## src/rtl/arb_mux_n.sv

```systemverilog
// N-channel registered mux with fixed-priority or round-robin arbitration.
// Optional packet lock holds the grant until the last beat is accepted.
module arb_mux_n #(
  parameter int NUM_CH = 4,
  parameter int DATA_W = 4,
  parameter int MODE   = 1,
  parameter int PKT_EN = 1,
  parameter int CH_W   = $clog2(NUM_CH)
) (
  input  logic                     clk,
  input  logic                     rst_n,
  input  logic [NUM_CH*DATA_W-1:0] in_data,
  input  logic [NUM_CH-1:0]        in_valid,
  input  logic [NUM_CH-1:0]        in_last,
  output logic [NUM_CH-1:0]        in_ready,
  output logic [DATA_W-1:0]        out_data,
  output logic [CH_W-1:0]          out_ch,
  output logic                     out_last,
  output logic                     out_valid,
  input  logic                     out_ready
);

  typedef enum logic {ARB, LOCK} state_e;

  state_e            state_q, state_d;
  logic [DATA_W-1:0] out_data_q, out_data_d;
  logic [CH_W-1:0]   out_ch_q, out_ch_d;
  logic              out_last_q, out_last_d;
  logic              out_valid_q, out_valid_d;
  logic [CH_W-1:0]   rr_ptr_q, rr_ptr_d;
  logic [CH_W-1:0]   lock_ch_q, lock_ch_d;

  logic              load_en;
  logic              grant_valid;
  logic [CH_W-1:0]   grant;
  logic              xfer;
  logic              end_grant;

  assign load_en = !out_valid_q | out_ready;
  assign xfer    = load_en & grant_valid;

  // Scan from the highest candidate down so the last hit is the winner.
  always_comb begin
    int idx;
    grant       = '0;
    grant_valid = 1'b0;
    idx         = 0;
    if (state_q == LOCK) begin
      grant       = lock_ch_q;
      grant_valid = in_valid[lock_ch_q];
    end else if (MODE == 0) begin
      for (int i = NUM_CH - 1; i >= 0; i--) begin
        if (in_valid[i]) begin
          grant       = CH_W'(i);
          grant_valid = 1'b1;
        end
      end
    end else begin
      for (int k = NUM_CH - 1; k >= 0; k--) begin
        idx = (int'(rr_ptr_q) + k) % NUM_CH;
        if (in_valid[idx]) begin
          grant       = CH_W'(idx);
          grant_valid = 1'b1;
        end
      end
    end
  end

  always_comb begin
    in_ready = '0;
    for (int i = 0; i < NUM_CH; i++) begin
      in_ready[i] = xfer & (grant == CH_W'(i));
    end
  end

  assign end_grant = (PKT_EN == 0) | in_last[grant];

  always_comb begin
    out_data_d  = out_data_q;
    out_ch_d    = out_ch_q;
    out_last_d  = out_last_q;
    out_valid_d = out_valid_q;
    rr_ptr_d    = rr_ptr_q;
    if (xfer) begin
      out_data_d  = in_data[int'(grant)*DATA_W +: DATA_W];
      out_ch_d    = grant;
      out_last_d  = in_last[grant];
      out_valid_d = 1'b1;
      if (end_grant) begin
        rr_ptr_d = (grant == CH_W'(NUM_CH - 1)) ? '0 : grant + 1'b1;
      end
    end else if (out_valid_q && out_ready) begin
      out_valid_d = 1'b0;
    end
  end

  always_comb begin
    state_d   = state_q;
    lock_ch_d = lock_ch_q;
    unique case (state_q)
      ARB: begin
        if (xfer && (PKT_EN != 0) && !in_last[grant]) begin
          state_d   = LOCK;
          lock_ch_d = grant;
        end
      end
      LOCK: begin
        if (xfer && in_last[grant]) state_d = ARB;
      end
      default: state_d = ARB;
    endcase
  end

  always_ff @(posedge clk or negedge rst_n) begin
    if (!rst_n) begin
      state_q     <= ARB;
      out_data_q  <= '0;
      out_ch_q    <= '0;
      out_last_q  <= 1'b0;
      out_valid_q <= 1'b0;
      rr_ptr_q    <= '0;
      lock_ch_q   <= '0;
    end else begin
      state_q     <= state_d;
      out_data_q  <= out_data_d;
      out_ch_q    <= out_ch_d;
      out_last_q  <= out_last_d;
      out_valid_q <= out_valid_d;
      rr_ptr_q    <= rr_ptr_d;
      lock_ch_q   <= lock_ch_d;
    end
  end

  assign out_data  = out_data_q;
  assign out_ch    = out_ch_q;
  assign out_last  = out_last_q;
  assign out_valid = out_valid_q;

endmodule

```

## config.mk

```make
export PLATFORM = sky130hd
export DESIGN_NAME = arb_mux_n
export DESIGN_NICKNAME = d
export VERILOG_FILES = /design/src/rtl/arb_mux_n.sv
export SDC_FILE = /design/constraint.sdc
export NUM_CORES = 1
export LEC_CHECK = 0
export BUFFER_PORTS_ARGS = -buffer_cell sky130_fd_sc_hd__buf_2
export CAP_MARGIN = 20
export CELL_PAD_IN_SITES_DETAIL_PLACEMENT = 1
export CELL_PAD_IN_SITES_GLOBAL_PLACEMENT = 2
export CORE_MARGIN = 4
export CORE_UTILIZATION = 29
export CTS_BUF_LIST = sky130_fd_sc_hd__clkbuf_4 sky130_fd_sc_hd__clkbuf_8
export CTS_CLUSTER_DIAMETER = 80
export CTS_CLUSTER_SIZE = 10
export DETAILED_ROUTE_END_ITERATION = 10
export PLACE_DENSITY = 0.91
export REMOVE_ABC_BUFFERS = 1
export SLEW_MARGIN = 10
export SYNTH_ARGS = -nofsm -noshare
export SYNTH_HDL_FRONTEND = slang
export SYNTH_SLANG_ARGS = --single-unit
```

## constraint.sdc

```tcl
create_clock -name clk -period 2.79 [get_ports clk]
set_clock_uncertainty 0.15 [all_clocks]
set_input_delay 0.558 -clock clk [delete_from_list [all_inputs] [get_ports clk]]
set_output_delay 0.558 -clock clk [all_outputs]
set_load 0.02 [all_outputs]
```

==> results of run 1 <==
area by class of cell:
type                            count  area, um2
Fill cell                         421       2018
Multi-Input combinational cell     85      648.1
Sequential cell                    13      327.8
Timing Repair Buffer               44      235.2
Tap cell                           46      57.56
Clock buffer                        3      22.52
Inverter                            6      22.52
Clock inverter                      1      5.005
critical path: stages:
cell,delay [ns]
buf_2,0.11
buf_4,0.14
mux4_1,0.49
nor2_1,0.18
nor2_1,0.14
and2_1,0.19
buf_2,0.16
what timing repair did:
action                                 in CTS  in global routing
pin swaps                                   0                  2
setup endpoints to repair                   2                  3
endpoints found under the hold margin       0                  0
resized for setup                           4                  4
worst min-delay path by stage:
stage                                 start                  endpoint
detailed placement     out_last$_DFFE_PN0P_      out_last$_DFFE_PN0P_
global placement    out_data[3]$_DFFE_PN0P_   out_data[3]$_DFFE_PN0P_
floorplan                             rst_n  lock_ch_q[0]$_DFFE_PN0P_
global route                          rst_n   out_data[3]$_DFFE_PN0P_
finish                                rst_n   out_data[3]$_DFFE_PN0P_
CTS                                   rst_n   out_data[3]$_DFFE_PN0P_
report_power, final:
group          total [mW]  switching, mW  leakage [nW]  internal (mW)
clock network       0.120         0.0667        0.0177         0.0530
logic               0.972          0.570         0.476          0.402
registers           0.376         0.0911         0.149          0.285
total                1.47          0.728         0.643          0.740
cell usage after synthesis:
master / number / area, um2
and2_1: 5 / 31.28
nand3b_1: 1 / 7.510
o2bb2ai_1: 1 / 8.760
a211oi_1: 9 / 67.56
o31ai_1: 4 / 30.03
a2bb2oi_1: 1 / 8.760
o21ai_1: 2 / 10.01
a32oi_1: 1 / 8.760
nand2_1: 14 / 52.55
nor3b_1: 1 / 7.510
ha_1: 4 / 50.05
o31ai_4: 1 / 21.27
a21o_1: 1 / 7.510
o22ai_2: 1 / 12.51
inv_1: 4 / 15.01
a32oi_4: 1 / 27.53
buf_2: 3 / 15.01
inv_2: 2 / 7.510
buf_6: 1 / 11.26
or2_2: 1 / 6.260
nand2b_1: 5 / 31.28
o221ai_1: 1 / 8.760
and3_1: 8 / 50.05
clkbuf_1: 1 / 3.750
o21ai_0: 1 / 5.000
a21boi_1: 1 / 7.510
or3_4: 1 / 11.26
dfrtp_1: 13 / 325.3
mux4_1: 1 / 26.28
or4_1: 1 / 7.510
a21oi_1: 3 / 15.01
nand3_1: 1 / 5.000
a22oi_1: 1 / 7.510
nor3b_2: 1 / 12.51
a211oi_2: 1 / 12.51
mux2_1: 3 / 33.78
nor2_1: 7 / 26.28
and3b_1: 1 / 8.760
state kept, by name, summed over array words and instances (netlist names):
register	count
lock_ch_q	2
out_ch	2
out_data	4
out_last	1
out_valid	1
rr_ptr_q	2
state_q	1
logic make-up after synthesis:
group,Yosys count,share of synthesized area
adders and majority gates,4,0.04982
buffers and inverters,11,0.05229
AOI/OAI and AO/OA,30,0.2578
DFF,13,0.3238
and+or+nand+nor,47,0.2566
muxes,4,0.05978
stage by stage:
step / total power, mW / setup slack [ns] / hold slack, ns / TNS (ns)
floorplan: 0.9996 / -0.09973 / 0.1124 / -0.2341
global placement: 1.301 / 0.07713 / 0.3124 / 0
detailed placement: 1.339 / -0.01639 / 0.3119 / -0.01828
CTS: 1.482 / 0.03968 / 0.01231 / 0
global route: 1.624 / 0.008453 / 0.01054 / 0
finish: 1.468 / 0.1156 / 0.01199 / 0
metal layers:
layer | vias to the layer above | routed length [um]
li1 | 484 | -
met1 | 458 | 1316
met2 | 30 | 1397
met3 | 2 | 196
met4 | 0 | 21
met5 | - | 0
==> impl_metrics.yaml, run 1 <==
job:
  max-cap-violations: 0
grt:
  antenna_found_initial: 0
  grt_max_degree: 14
  grt_pass1_vias: 1080
  grt_pass1_wl_um: 5099
  met1_usage: 0.1924
  grtUsageMet2: 0.2537
  overflow: 0
  grt.total_usage: 0.1482
  busiest_layer: "met2"
  met3_usage: 0.02361
drt:
  via_per_inst: 4.919
  vias: 974
  ant_nets: 0
  drt_iter0_drc: 40
  wire_per_inst_um: 14.80
  drc: 0
  dr.pass1.iters: 4
  wl_um: 2931
final_layout:
  final_common_cell: "buf_2"
  final_nets: 184
  area_growth_syn_to_layout_pct: 31.26
  final_cells: 198
  drive_above_1_share: 0.4211
  final_core_util: 0.3952
  num_antenna_cells: 0
  mostFrequentLayoutCells: "buf_2 (38), nand2_1 (13), dfrtp_1 (11)"
  final_cell_area_um2: 1319
floorplanning:
  fp.coreArea_um2: 3337
  dieArea_um2: 4470
  dieHeight_um: 66.86
  ios: 39
  die_x_um: 66.86
  rows: 21
  initial_core_util: 0.3011
sta:
  final.min_clock_period_ns: 2.674
  rsz0062_at_grt: "no"
  maxSlewHeadroom: 0.7205
  slew_violations: 0
  max_freq_ghz: 0.3739
  fin_crit_sh: 0.9586
  setup_viol: 0
  hold_viol: 0
  worst_pin_slew_ns: 0.4192
logic_synthesis:
  ys_ff_latch: 13
  synth_cell_types: 38
  syn-instance-count: 109
  ys.warnings.count: 0
  synth_seq_area_share: 0.3238
  syn-cell-area_um2: 1005
  avgSynthCellArea_um2: 9.218
clock_tree:
  post_cts_buffers: 0
  cts_sinks: 13
  holdBufCountCts: 0
  cts_buffer_depth: 2
  cts_buffers: 3
  cts.root.buffer_cell: "clkbuf_4"
  htree_levels: 1
  insertion_delay_ns: 0.27
  cts_tree: "yes"
  clk_pin_slew_ns: 0.09
placed_design:
  place_hpwl_um: 2396
  io_buffers: 38
  place_inst: 194
  place_area_um2: 1267
  gp_congestion: 0.7897
setup_path:
  crit_required_ns: 2.08
  critPathMaxFanout: 6
  r2r-end: "rr_ptr_q[1]$_DFFE_PN0P_"
  cp-endpoint: "in_ready[3]"
  start_kind: "input port"
  critPathKind: "in -> out"
  cp-startpoint: "in_valid[1]"
  reg2reg_slack_ns: 0.37
  arrival_ns: 1.97
  rr_startpoint: "rr_ptr_q[1]$_DFFE_PN0P_"
  r2r_cells: 7
  end_kind: "primary output"
power:
  p_leak_nw: 0.6429
  power-per-cell-area_nw_per_um2: 1113
  vdd_drop_max_v: 0.0004259
run_status:
  outcome: "completed"
worst_hold_path:
  hp-class: "in -> async"
Power figures use the tool's default switching activity.
==> run 2: changes to the inputs <==
--- a/config.mk
+++ b/config.mk
@@ -9,7 +9,6 @@
 export CAP_MARGIN = 20
 export CELL_PAD_IN_SITES_DETAIL_PLACEMENT = 1
 export CELL_PAD_IN_SITES_GLOBAL_PLACEMENT = 2
-export CORE_MARGIN = 4
 export CORE_UTILIZATION = 29
 export CTS_BUF_LIST = sky130_fd_sc_hd__clkbuf_4 sky130_fd_sc_hd__clkbuf_8
 export CTS_CLUSTER_DIAMETER = 80
==> impl_metrics.yaml, run 2 (synthesized netlist as in run 1, its figures left out) <==
sta:
  max_freq_ghz: 0.3739
  fin_crit_sh: 0.9587
  hold_viol: 8
  maxSlewHeadroom: 0.7074
  worst_pin_slew_ns: 0.4389
  setup_viol: 0
  setup_tns_ns: 0
  hold_slack_ns: -0.001457
  final.min_clock_period_ns: 2.675
  slew_violations: 0
floorplanning:
  die_x_um: 60.86
  rows: 21
  initial_core_util: 0.3011
  ios: 39
  dieHeight_um: 60.86
  fp.coreArea_um2: 3337
  dieArea_um2: 3704
setup_path:
  arrival_ns: 1.97
  crit_required_ns: 2.08
  end_kind: "primary output"
  start_kind: "input port"
  critPathMaxFanout: 6
  critPathKind: "in -> out"
clock_tree:
  cts_sinks: 13
  cts_buffers: 3
  clk_pin_slew_ns: 0.09
  holdBufCountCts: 0
  cts_tree: "yes"
  cts.root.buffer_cell: "clkbuf_4"
  cts_buffer_depth: 2
  insertion_delay_ns: 0.28
  htree_levels: 1
final_layout:
  final_nets: 186
  num_antenna_cells: 0
  largest_reg_flops: 4
  n_fill_cell: 429
  area_growth_syn_to_layout_pct: 33.25
  drive_above_1_share: 0.4351
  final_common_cell: "buf_2"
  final_core_util: 0.4012
  final_cells: 200
  mostFrequentLayoutCells: "buf_2 (38), nand2_1 (13), dfrtp_1 (11)"
power:
  power-per-cell-area_nw_per_um2: 1130
  p_leak_nw: 0.6547
  vdd_drop_max_v: 0.0005527
placed_design:
  gp_congestion: 0.8663
  place_inst: 194
  place_hpwl_um: 2275
  io_buffers: 38
grt:
  grt_pass1_wl_um: 4540
  overflow: 0
  grt.total_usage: 0.1659
  grt_pass1_vias: 1008
  grt_max_degree: 14
  antenna_found_initial: 0
drt:
  dr.pass1.iters: 2
  wl_um: 2865
  vias: 1012
  drt_iter0_drc: 28
  wire_per_inst_um: 14.33
  ant_nets: 0
  drc: 0
  via_per_inst: 5.060
run_status:
  outcome: "finished, violations left"
  violations: "negative hold slack"
job:
  max-cap-violations: 0
worst_hold_path:
  hp-class: "in -> async"
[run 2: changes by cell type in the layout (fill, tap and decap cells not counted)]
cell     previous run  this run
nor3b_2             1         2
nor3b_1             1         0
buf_4               6         8
[run 2: worst paths after layout]
path / slack (ns) / cells after the start / startpoint / to
worst max-delay path: 0.12 / 7 / in_valid[1] / in_ready[3]
min in group clk: 0.34 / 1 / out_last$_DFFE_PN0P_ / out_last$_DFFE_PN0P_
worst min register to register: 0.34 / 1 / out_last$_DFFE_PN0P_ / out_last$_DFFE_PN0P_
worst max register to register: 0.38 / 7 / rr_ptr_q[1]$_DFFE_PN0P_ / rr_ptr_q[1]$_DFFE_PN0P_
max in group asynchronous: 2.24 / 1 / rst_n / rr_ptr_q[1]$_DFFE_PN0P_
worst min-delay path: -0.001 / 1 / rst_n / out_data[1]$_DFFE_PN0P_
[run 2: cell type report]
| type | instances | area, um2 | area share |
|---|---|---|---|
| Multi-Input combinational cell | 85 | 653.1 | 0.4879 |
| Sequential cell | 13 | 327.8 | 0.2449 |
| Timing Repair Buffer | 46 | 250.2 | 0.1869 |
| Inverter | 6 | 22.52 | 0.01682 |
| Tap cell | 46 | 57.56 | 0.04299 |
| Clock inverter | 1 | 5.005 | 0.003738 |
| Clock buffer | 3 | 22.52 | 0.01682 |
[run 2: power breakdown]
group          internal, mW  switching [mW]  total (mW)  leakage (nW)
combinational         0.431           0.587        1.02         0.488
sequential            0.285          0.0918       0.376         0.149
clock                0.0532          0.0649       0.118        0.0177
[run 2: layer usage]
metal / up-vias / global-route usage / routed length, um
met5: - / 0 / 0
met4: 0 / 0.02597 / 62
met3: 9 / 0.02985 / 158
met2: 37 / 0.2904 / 1375
met1: 476 / 0.2173 / 1269
li1: 490 / - / -
[run 2: through the flow]
stage,cell area (um2),worst slack (ns),total power [mW],hold slack [ns]
CTS,1299,0.02929,1.471,0.008578
floorplan,974.7,-0.09973,0.9996,0.1124
detailed placement,1267,0.02336,1.341,0.3161
finish,1339,0.1152,1.513,-0.001457
global route,1339,-0.002523,1.660,0.001242
global placement,1267,0.1024,1.299,0.3128
[run 2: critical path, stage by stage]
cell and delay [ns]:
buf_2 0.11, buf_4 0.14, mux4_1 0.49, nor2_1 0.18, nor2_1 0.14, and2_1 0.19, buf_2 0.16
[run 2: timing repair]
item	in CTS	in global routing
hold endpoints to repair	0	0
buffers inserted	0	2
resized for setup	2	7
pin swaps	0	2
setup endpoints to repair	2	4
